**src/rtl/dcache_ctrl_if.sv**
```systemverilog
// Pipeline-side and memory-side signal bundle for the data cache.
// The cache takes the slave view; the pipeline/memory side takes master.
interface dcache_ctrl_if;
   logic [31:0] cpu_addr;
   logic [31:0] cpu_wdata;
   logic        cpu_rd;
   logic        cpu_wr;
   logic [2:0]  cpu_width;
   logic [31:0] cpu_rdata;
   logic        cpu_stall;
   logic        mem_req;
   logic        mem_we;
   logic [31:0] mem_addr;
   logic [31:0] mem_wdata;
   logic [3:0]  mem_wstrb;
   logic        mem_ack;
   logic [31:0] mem_rdata;
   logic [31:0] hit_count;
   logic [31:0] miss_count;

   modport master (
      output cpu_addr, cpu_wdata, cpu_rd, cpu_wr, cpu_width,
      output mem_ack, mem_rdata,
      input  cpu_rdata, cpu_stall, mem_req, mem_we, mem_addr,
      input  mem_wdata, mem_wstrb, hit_count, miss_count
   );

   modport slave (
      input  cpu_addr, cpu_wdata, cpu_rd, cpu_wr, cpu_width,
      input  mem_ack, mem_rdata,
      output cpu_rdata, cpu_stall, mem_req, mem_we, mem_addr,
      output mem_wdata, mem_wstrb, hit_count, miss_count
   );
endinterface

```
**src/rtl/dcache_ctrl.sv**
```systemverilog
// Direct-mapped write-through, no-write-allocate data cache.
// Hits are served combinationally; read misses refill a whole line.
module dcache_ctrl #(
   parameter int SETS       = 16,
   parameter int LINE_WORDS = 4
) (
   input logic         clk,
   input logic         rst,
   dcache_ctrl_if.slave bus
);
   localparam int WB = $clog2(LINE_WORDS);
   localparam int IB = $clog2(SETS);
   localparam int TW = 30 - WB - IB;
   localparam logic [WB-1:0] LAST = WB'(LINE_WORDS - 1);

   typedef enum logic [1:0] {IDLE, REFILL, WSTORE, DONE} state_t;

   state_t         state;
   state_t         state_nx;
   logic [WB-1:0]  cnt;
   logic [SETS-1:0] valid;
   logic [TW-1:0]  tags  [SETS];
   logic [31:0]    lines [SETS][LINE_WORDS];
   logic [31:0]    hits;
   logic [31:0]    misses;

   logic [1:0]     off;
   logic [WB-1:0]  word;
   logic [IB-1:0]  index;
   logic [TW-1:0]  tag;
   logic           hit;
   logic [31:0]    cur;
   logic [7:0]     bsel;
   logic [15:0]    hsel;
   logic [31:0]    ext;
   logic [31:0]    lane;
   logic [3:0]     strb;

   logic           stall;
   logic           req;
   logic           we;
   logic [31:0]    maddr;
   logic [31:0]    mwdata;
   logic [3:0]     mstrb;
   logic [31:0]    rdata;

   assign off   = bus.cpu_addr[1:0];
   assign word  = bus.cpu_addr[2 +: WB];
   assign index = bus.cpu_addr[2 + WB +: IB];
   assign tag   = bus.cpu_addr[31 -: TW];
   assign hit   = valid[index] && (tags[index] == tag);
   assign cur   = lines[index][word];

   always_comb begin
      bsel = cur[{off, 3'b000} +: 8];
      hsel = off[1] ? cur[31:16] : cur[15:0];
      unique case (bus.cpu_width)
         3'b000:  ext = {{24{bsel[7]}}, bsel};
         3'b001:  ext = {{16{hsel[15]}}, hsel};
         3'b100:  ext = {24'd0, bsel};
         3'b101:  ext = {16'd0, hsel};
         default: ext = cur;
      endcase
   end

   always_comb begin
      unique case (bus.cpu_width[1:0])
         2'b00: begin
            lane = {4{bus.cpu_wdata[7:0]}};
            strb = 4'b0001 << off;
         end
         2'b01: begin
            lane = {2{bus.cpu_wdata[15:0]}};
            strb = 4'b0011 << {off[1], 1'b0};
         end
         default: begin
            lane = bus.cpu_wdata;
            strb = 4'b1111;
         end
      endcase
   end

   always_ff @(posedge clk) begin
      if (rst) state <= IDLE;
      else     state <= state_nx;
   end

   always_comb begin
      state_nx = state;
      stall    = 1'b0;
      req      = 1'b0;
      we       = 1'b0;
      maddr    = '0;
      mwdata   = '0;
      mstrb    = '0;
      rdata    = '0;
      unique case (state)
         IDLE: begin
            if (bus.cpu_wr) begin
               stall    = 1'b1;
               state_nx = WSTORE;
            end else if (bus.cpu_rd) begin
               if (hit) begin
                  rdata = ext;
               end else begin
                  stall    = 1'b1;
                  state_nx = REFILL;
               end
            end
         end
         REFILL: begin
            stall = 1'b1;
            req   = 1'b1;
            maddr = {tag, index, cnt, 2'b00};
            if (bus.mem_ack && cnt == LAST) state_nx = DONE;
         end
         WSTORE: begin
            stall  = 1'b1;
            req    = 1'b1;
            we     = 1'b1;
            maddr  = {bus.cpu_addr[31:2], 2'b00};
            mwdata = lane;
            mstrb  = strb;
            if (bus.mem_ack) state_nx = DONE;
         end
         DONE: begin
            state_nx = IDLE;
            if (bus.cpu_rd && !bus.cpu_wr) rdata = ext;
         end
         default: state_nx = IDLE;
      endcase
      // keep the memory port quiet while reset is held
      if (rst) begin
         req    = 1'b0;
         we     = 1'b0;
         maddr  = '0;
         mwdata = '0;
         mstrb  = '0;
         rdata  = '0;
      end
   end

   always_ff @(posedge clk) begin
      if (rst) begin
         valid  <= '0;
         cnt    <= '0;
         hits   <= '0;
         misses <= '0;
      end else begin
         unique case (state)
            IDLE: begin
               if (bus.cpu_rd && !bus.cpu_wr) begin
                  if (hit) begin
                     if (~&hits) hits <= hits + 32'd1;
                  end else begin
                     if (~&misses) misses <= misses + 32'd1;
                     cnt          <= '0;
                     valid[index] <= 1'b0;
                  end
               end
            end
            REFILL: begin
               if (bus.mem_ack) begin
                  cnt <= cnt + 1'b1;
                  if (cnt == LAST) valid[index] <= 1'b1;
               end
            end
            default: ;
         endcase
      end
   end

   always_ff @(posedge clk) begin
      if (!rst) begin
         if (state == IDLE && bus.cpu_wr && hit) begin
            for (int i = 0; i < 4; i++)
               if (strb[i]) lines[index][word][8*i +: 8] <= lane[8*i +: 8];
         end
         if (state == REFILL && bus.mem_ack) begin
            lines[index][cnt] <= bus.mem_rdata;
            if (cnt == LAST) tags[index] <= tag;
         end
      end
   end

   assign bus.cpu_rdata  = rdata;
   assign bus.cpu_stall  = stall;
   assign bus.mem_req    = req;
   assign bus.mem_we     = we;
   assign bus.mem_addr   = maddr;
   assign bus.mem_wdata  = mwdata;
   assign bus.mem_wstrb  = mstrb;
   assign bus.hit_count  = hits;
   assign bus.miss_count = misses;
endmodule

```
**src/flat_wrapper.sv**
```systemverilog
// flat-port wrapper written by rule: the top's interface ports become plain ports
module dcache_ctrl_flat 
#(
   parameter int SETS       = 16,
   parameter int LINE_WORDS = 4
)
  (clk, rst, bus_cpu_addr, bus_cpu_wdata, bus_cpu_rd, bus_cpu_wr, bus_cpu_width, bus_mem_ack, bus_mem_rdata, bus_cpu_rdata, bus_cpu_stall, bus_mem_req, bus_mem_we, bus_mem_addr, bus_mem_wdata, bus_mem_wstrb, bus_hit_count, bus_miss_count);
  dcache_ctrl_if bus_i ();
  input logic clk;
  input logic rst;
  input wire logic [$bits(bus_i.cpu_addr)-1:0] bus_cpu_addr;
  input wire logic [$bits(bus_i.cpu_wdata)-1:0] bus_cpu_wdata;
  input wire logic [$bits(bus_i.cpu_rd)-1:0] bus_cpu_rd;
  input wire logic [$bits(bus_i.cpu_wr)-1:0] bus_cpu_wr;
  input wire logic [$bits(bus_i.cpu_width)-1:0] bus_cpu_width;
  input wire logic [$bits(bus_i.mem_ack)-1:0] bus_mem_ack;
  input wire logic [$bits(bus_i.mem_rdata)-1:0] bus_mem_rdata;
  output wire logic [$bits(bus_i.cpu_rdata)-1:0] bus_cpu_rdata;
  output wire logic [$bits(bus_i.cpu_stall)-1:0] bus_cpu_stall;
  output wire logic [$bits(bus_i.mem_req)-1:0] bus_mem_req;
  output wire logic [$bits(bus_i.mem_we)-1:0] bus_mem_we;
  output wire logic [$bits(bus_i.mem_addr)-1:0] bus_mem_addr;
  output wire logic [$bits(bus_i.mem_wdata)-1:0] bus_mem_wdata;
  output wire logic [$bits(bus_i.mem_wstrb)-1:0] bus_mem_wstrb;
  output wire logic [$bits(bus_i.hit_count)-1:0] bus_hit_count;
  output wire logic [$bits(bus_i.miss_count)-1:0] bus_miss_count;
  assign bus_i.cpu_addr = bus_cpu_addr;
  assign bus_i.cpu_wdata = bus_cpu_wdata;
  assign bus_i.cpu_rd = bus_cpu_rd;
  assign bus_i.cpu_wr = bus_cpu_wr;
  assign bus_i.cpu_width = bus_cpu_width;
  assign bus_i.mem_ack = bus_mem_ack;
  assign bus_i.mem_rdata = bus_mem_rdata;
  assign bus_cpu_rdata = bus_i.cpu_rdata;
  assign bus_cpu_stall = bus_i.cpu_stall;
  assign bus_mem_req = bus_i.mem_req;
  assign bus_mem_we = bus_i.mem_we;
  assign bus_mem_addr = bus_i.mem_addr;
  assign bus_mem_wdata = bus_i.mem_wdata;
  assign bus_mem_wstrb = bus_i.mem_wstrb;
  assign bus_hit_count = bus_i.hit_count;
  assign bus_miss_count = bus_i.miss_count;
  dcache_ctrl #(.SETS(SETS), .LINE_WORDS(LINE_WORDS)) u_core (.clk(clk), .rst(rst), .bus(bus_i));
endmodule
```
**config.mk**
```make
export PLATFORM = sky130hd
export DESIGN_NAME = dcache_ctrl_flat
export DESIGN_NICKNAME = d
export VERILOG_FILES = /design/src/rtl/dcache_ctrl_if.sv /design/src/rtl/dcache_ctrl.sv /design/src/flat_wrapper.sv
export SDC_FILE = /design/constraint.sdc
export NUM_CORES = 2
export LEC_CHECK = 0
export CELL_PAD_IN_SITES_DETAIL_PLACEMENT = 2
export CELL_PAD_IN_SITES_GLOBAL_PLACEMENT = 2
export CORE_ASPECT_RATIO = 0.5
export CORE_MARGIN = 8
export CORE_UTILIZATION = 35
export CTS_CLUSTER_SIZE = 10
export DETAILED_ROUTE_END_ITERATION = 10
export GPL_TIMING_DRIVEN = 0
export PLACE_DENSITY_LB_ADDON = 0.1
export SYNTH_ARGS = -nofsm -noshare
export SYNTH_HDL_FRONTEND = slang
export SYNTH_SLANG_ARGS = --single-unit
```
**constraint.sdc**
```tcl
create_clock -name clk -period 11.25 [get_ports clk]
set_input_delay 2.8125 -clock clk [delete_from_list [all_inputs] [get_ports clk]]
set_output_delay 2.8125 -clock clk [all_outputs]
set_load 0.1 [all_outputs]
```
== Yosys cells after proc, flatten, opt, wreduce, memory -nomap -nowiden ==
Memories as Yosys holds them, arrays and structs flattened.
Index checks and enable logic that the tools add are counted.
Operators by class
  bitwise gates (word level): 520
  order comparisons: 6
  equal/unequal tests: 17
  shift-type cells: 3
  add/subtract/negate cells: 3
  reduce and logical (&&, ||, !) cells: 22
  mux-type cells: 591
Operator list (count)
  $mux W128: 5
  $mux W1: 539
  $or A1 B1 Y1: 512
  $mux W32: 12
  $demux W32 S2: 5
  $pmux W32 S2: 3
  $pmux W32 S4: 1
  $mux W16: 6
  $add A32 B1 Y32 const B: 2
  $bmux W32 S2: 1
  $reduce_and A32 Y1: 2
  $pmux W16 S2: 1
  $shiftx A32 B6 Y8: 1
  $eq A24 B24 Y1: 1
  $mux W24: 1
  $and A16 B16 Y16: 1
  $mux W2: 8
  $not A16 Y16: 1
  $or A16 B16 Y16: 1
  $reduce_and A4 Y1: 4
  $logic_and A1 B1 Y1: 9
  $mux W4: 2
  $mux W8: 1
  $ne A2 B2 Y1 const B: 4
  27 further kinds: 39
Word-level totals
  register bits: 84
  memories kept: 2
  RAM bits: 2432
  input bits: 104
  logic and storage cells: 1169
  output and inout bits: 167
Memory list
  u_core.lines: depth 16, width 128, rd ports 1, clocked after Yosys merged registers in 0, write ports 1, RTL line dcache_ctrl.sv:23  | logic [31:0] lines [SETS][LINE_WORDS];
  u_core.tags: depth 16, width 24, rd ports 1, clocked after Yosys merged registers in 0, write ports 1, RTL line dcache_ctrl.sv:22  | logic [TW-1:0] tags [SETS];

== Depth between registers and ports, before layout ==
  depth in word-level cells: 11
  depth in mapped cells: 18
  mapped depth without buffers: 10

== Least setup slack after synthesis ==
No wires, ideal clock.
  kind: input port to output port
  start: input port bus_cpu_addr[5]
  end: output port bus_cpu_rdata[1]
  stages: 14
  arrival time: 7.765 ns
  required time: 8.438 ns
  path slack: 0.673 ns
  path buffers: 9
  path through: buf_2 buf_2 buf_2 buf_2 buf_4 buf_2 buf_2 buf_1 clkbuf_1 mux4_2 mux4_2 mux4_2 o22ai_1 nor3_1
On the way
  word-level cells in the longest chain between the ends: 11
  elaborated cells between the ends (all ways): 18
  classes of those cells: eq/ne (1); shift (1); mux (13); reduce/logical (1); memory (2)
Ends and longest elaborated chain
  start: declaration: RTL line flat_wrapper.sv:11  | input wire logic [$bits(bus_i.cpu_addr)-1:0] bus_cpu_addr;
  $mem_v2 Z16 W128
  $bmux W32 S2: RTL line dcache_ctrl.sv:52  | assign cur = lines[index][word];
  $mux W32 (not written as such) (2 in series): RTL line dcache_ctrl.sv:52
  $shiftx A32 B6 Y8 or $mux W16 (tied branches): RTL line dcache_ctrl.sv:55, dcache_ctrl.sv:56
  $pmux W32 S4: RTL line dcache_ctrl.sv:57  | unique case (bus.cpu_width)
  $mux W32: RTL line dcache_ctrl.sv:103  | if (hit) begin
  $mux W32: RTL line dcache_ctrl.sv:102  | end else if (bus.cpu_rd) begin
  $mux W32: RTL line dcache_ctrl.sv:99  | if (bus.cpu_wr) begin
  $pmux W32 S2 *: RTL line dcache_ctrl.sv:97  | unique case (state)
  $mux W32 *: RTL line dcache_ctrl.sv:133  | if (rst) begin
  end: declaration: RTL line flat_wrapper.sv:18  | output wire logic [$bits(bus_i.cpu_rdata)-1:0] bus_cpu_rdata;
Mark *: on every way between the ends. The rest lies on a longest branch, timed or not. The select of a mux whose other input is x is not followed.

== Worst setup path in the final report ==
  start: input port bus_cpu_addr[5]
  end: output port bus_cpu_rdata[18]
Same word-level chain as after synthesis.

==> metrics <==
Post-synth EDFFs=2432; CTS clk-pin slew, worst paths=60 ps; Most used DFF post-synth=edfxtp_1; Final #Nets=5792; Starting Density=35.2%; Final period util=99.6%; Slew @ Worst Pin=1650 ps; worst vdd ir=0.103 mV; Final Hold Fails=0; htree depth=5; Min Hold Slack=481 ps; ANT nets after route=0; DRC=0; RSZ-0062 raised after global routing=yes; CP Capture Type=output port; failing checks=capacitance limit, slew limit; Net Sw Power=5.26 mW; Worst slew margin=-10.3%; number of synthesized register bits=2516; main combinational cell family by area after synthesis=multiplexers; Post-Syn Area=101000 um2; DRT iter0 DRCs=6101; Pwr Total=21.0 mW; final cell count without fillers=9623; gr usage total=23.8%; HPWL Detailed=268000 um; # rows=139; via/cell ratio=5.77; DIE AREA=308000 um2; initial antenna violation count=46; status=finished with violations; Max Cap Violations=6; Ports=271; Post-Layout Inst Area=118000 um2; final slew viol count=21; Pleak=36.7 nW; post-synth top area cell=edfxtp_1; CP startpoint kind=primary input; clk_lat worst skew=880 ps; top post-synthesis cells by area=edfxtp_1 (72%), mux4_2 (16%), dfxtp_1 (1.7%), nor2_1 (1.6%), mux2i_1 (1.1%); area taken by multi-input logic gates=25400 um2; Worst Setup Path Type=primary input to output port; drt wl/cell=38.8 um; CP required=8440 ps; CTS Buf Count=295; area of placed instances=110000 um2; CTS sink count=2516; global-route wire length before repair=506000 um; clock skew=52.2 ps; Synth Area per Inst=20.0 um2; Internal=15.8 mW; clock share of power=40.8%; drt pass-1 iters=5; Seq pwr share=49.5%; Seq/Total Area, Yosys=73.8%; core area=287000 um2; worst r2r path cells=12; pwr dens=178 nW/um2; Die X=777 um; final core utilization=41.2%; share of layout cells above drive strength 1=26.1%; CTS tree=done; largest net degree at the start of global routing=23; min Tclk post-route=11210 ps; final setup vio count=0; GR Overflow Total=0; most frequent cell after synthesis=edfxtp_1; YS warnings=0; Detailed Route WL=373000 um; GPL Wtd Cong=0.834; Longest Clk Path Bufs=4; clock root buffer=clkbuf_16; height of the die=396 um; Compound-Gate Fraction of Synth Area=1.98%; post-synthesis cell type count=75; asr flop ratio synth=0%; Cells after Synth=5054; area share of fa/ha/maj cells after synthesis=0.136%; Area growth syn-to-layout=16.9%; via count=55500; Synth top area share=72.1%; HP Class=register to register; top cells by count, synth=edfxtp_1 (2432), mux4_2 (740), nor2_1 (422); fmax=89.2 MHz; dpl cells=9247; Post-CTS Setup Bufs=0; vias in the first global route=58300; Synth Area in XOR/XNOR=0.372%; fillers=26600; combinational power share=9.6%; FF/Latch Area=74700 um2; hold path cells=2; PortBufs=264; switching part of the total=25.0%; critical path peak fanout=10; post-synthesis mux area share=17.9%; simple-gate area share of the yosys netlist=4.30%; CP arrival=8400 ps
power by group through the flow:
stage | logic, mW | clock network (mW) | registers (mW)
after floorplan | 1.10 | 0 | 10.6
after global placement | 1.93 | 0 | 10.6
after detailed placement | 2.02 | 0 | 10.6
after CTS | 2.03 | 8.75 | 10.4
after global routing | 2.11 | 9.06 | 10.4
final | 2.03 | 8.59 | 10.4
what timing repair did:
action                                  CTS  global route
hold buffers                              0             0
endpoints found under the setup margin   35            30
gates resized for setup                 328            51
metrics by stage:
stage                     setup WS [ps]  setup TNS (ps)
after floorplan                     673               0
after global placement            -4320         -106980
after detailed placement          -3620          -77810
after CTS                         0.863               0
after global routing              -9.20           -12.6
final                              41.1               0
worst max-delay path: stages:
cell             delay, ps
buf_2                  270
buf_4                  310
buf_4                  300
buf_4                  320
buf_6                  350
buf_4                  400
buf_2                  410
clkdlybuf4s15_2        620
mux4_2                 450
mux4_2                 590
mux4_2                 560
nor2b_1                320
nor2_1                  70
clkdlybuf4s15_2        490
kinds of logic (layout without fill, tap and decap cells):
family	count (synthesis)	in the layout
xor gates and xnor gates	43	43
DFF	2516	2516
and+or+nand+nor	947	947
other	1	17
adders and majority gates	11	11
AOI/OAI and AO/OA	319	319
muxes	877	877
buffers and inverters	340	1016
final timing paths:
check                         start             endpoint  slack, ps
setup / recovery    bus_cpu_addr[5]    bus_cpu_rdata[18]         40
hold / removal             register             register        480
setup reg to reg  u_core.tags[9][2]  u_core.lines[0][90]       5630
hold reg to reg            register             register        480
flip-flops by register name (all words and copies together) (netlist names), named ones only:
register and flops:
u_core.lines 2048, u_core.tags 384, u_core.bus.hit_count 32, u_core.bus.miss_count 32
u_core.cnt 2, u_core.state 2
cell usage in the layout, fill, tap and decap left out, drive strengths merged, types with 8 or more instances in the layout:
cell	count
edfxtp	2432
or4	27
xnor2	20
nand3	48
nor2b	36
mux4	747
o22ai	17
nor4	11
nor2	462
xor2	23
nor3	28
ha	11
and3	14
nand2b	25
clkbuf	504
a31oi	8
inv	37
or3	19
nand2	203
a21oi	136
buf	209
clkdlybuf4s15	20
diode	15
mux2	23
and2	35
mux2i	107
clkdlybuf4s50	231
o31ai	18
dfxtp	84
a22oi	22
o21ai	62
nand4	25
clkinv	14
o22a	8
layer usage:
metal	global-route usage [%]	up-vias	routed length, um	share of wire, %
met5	0	-	45	0.012
met4	6.07	8	10600	2.8
met3	5.01	502	28100	7.5
met2	37.9	2164	174000	46
met1	33.4	30900	161000	43
li1	-	21900	-	-
layout make-up:
class	instances	area share, %
antenna	15	0.0317
buffer	307	1.51
clock buffer	333	6.52
clock inverter	18	0.186
inverter	33	0.106
multi-input combinational	2199	21.4
sequential	2516	63.1
tap	3877	4.10
timing repair buffer	325	3.00
Note: power is estimated with default switching activity, not from simulation.
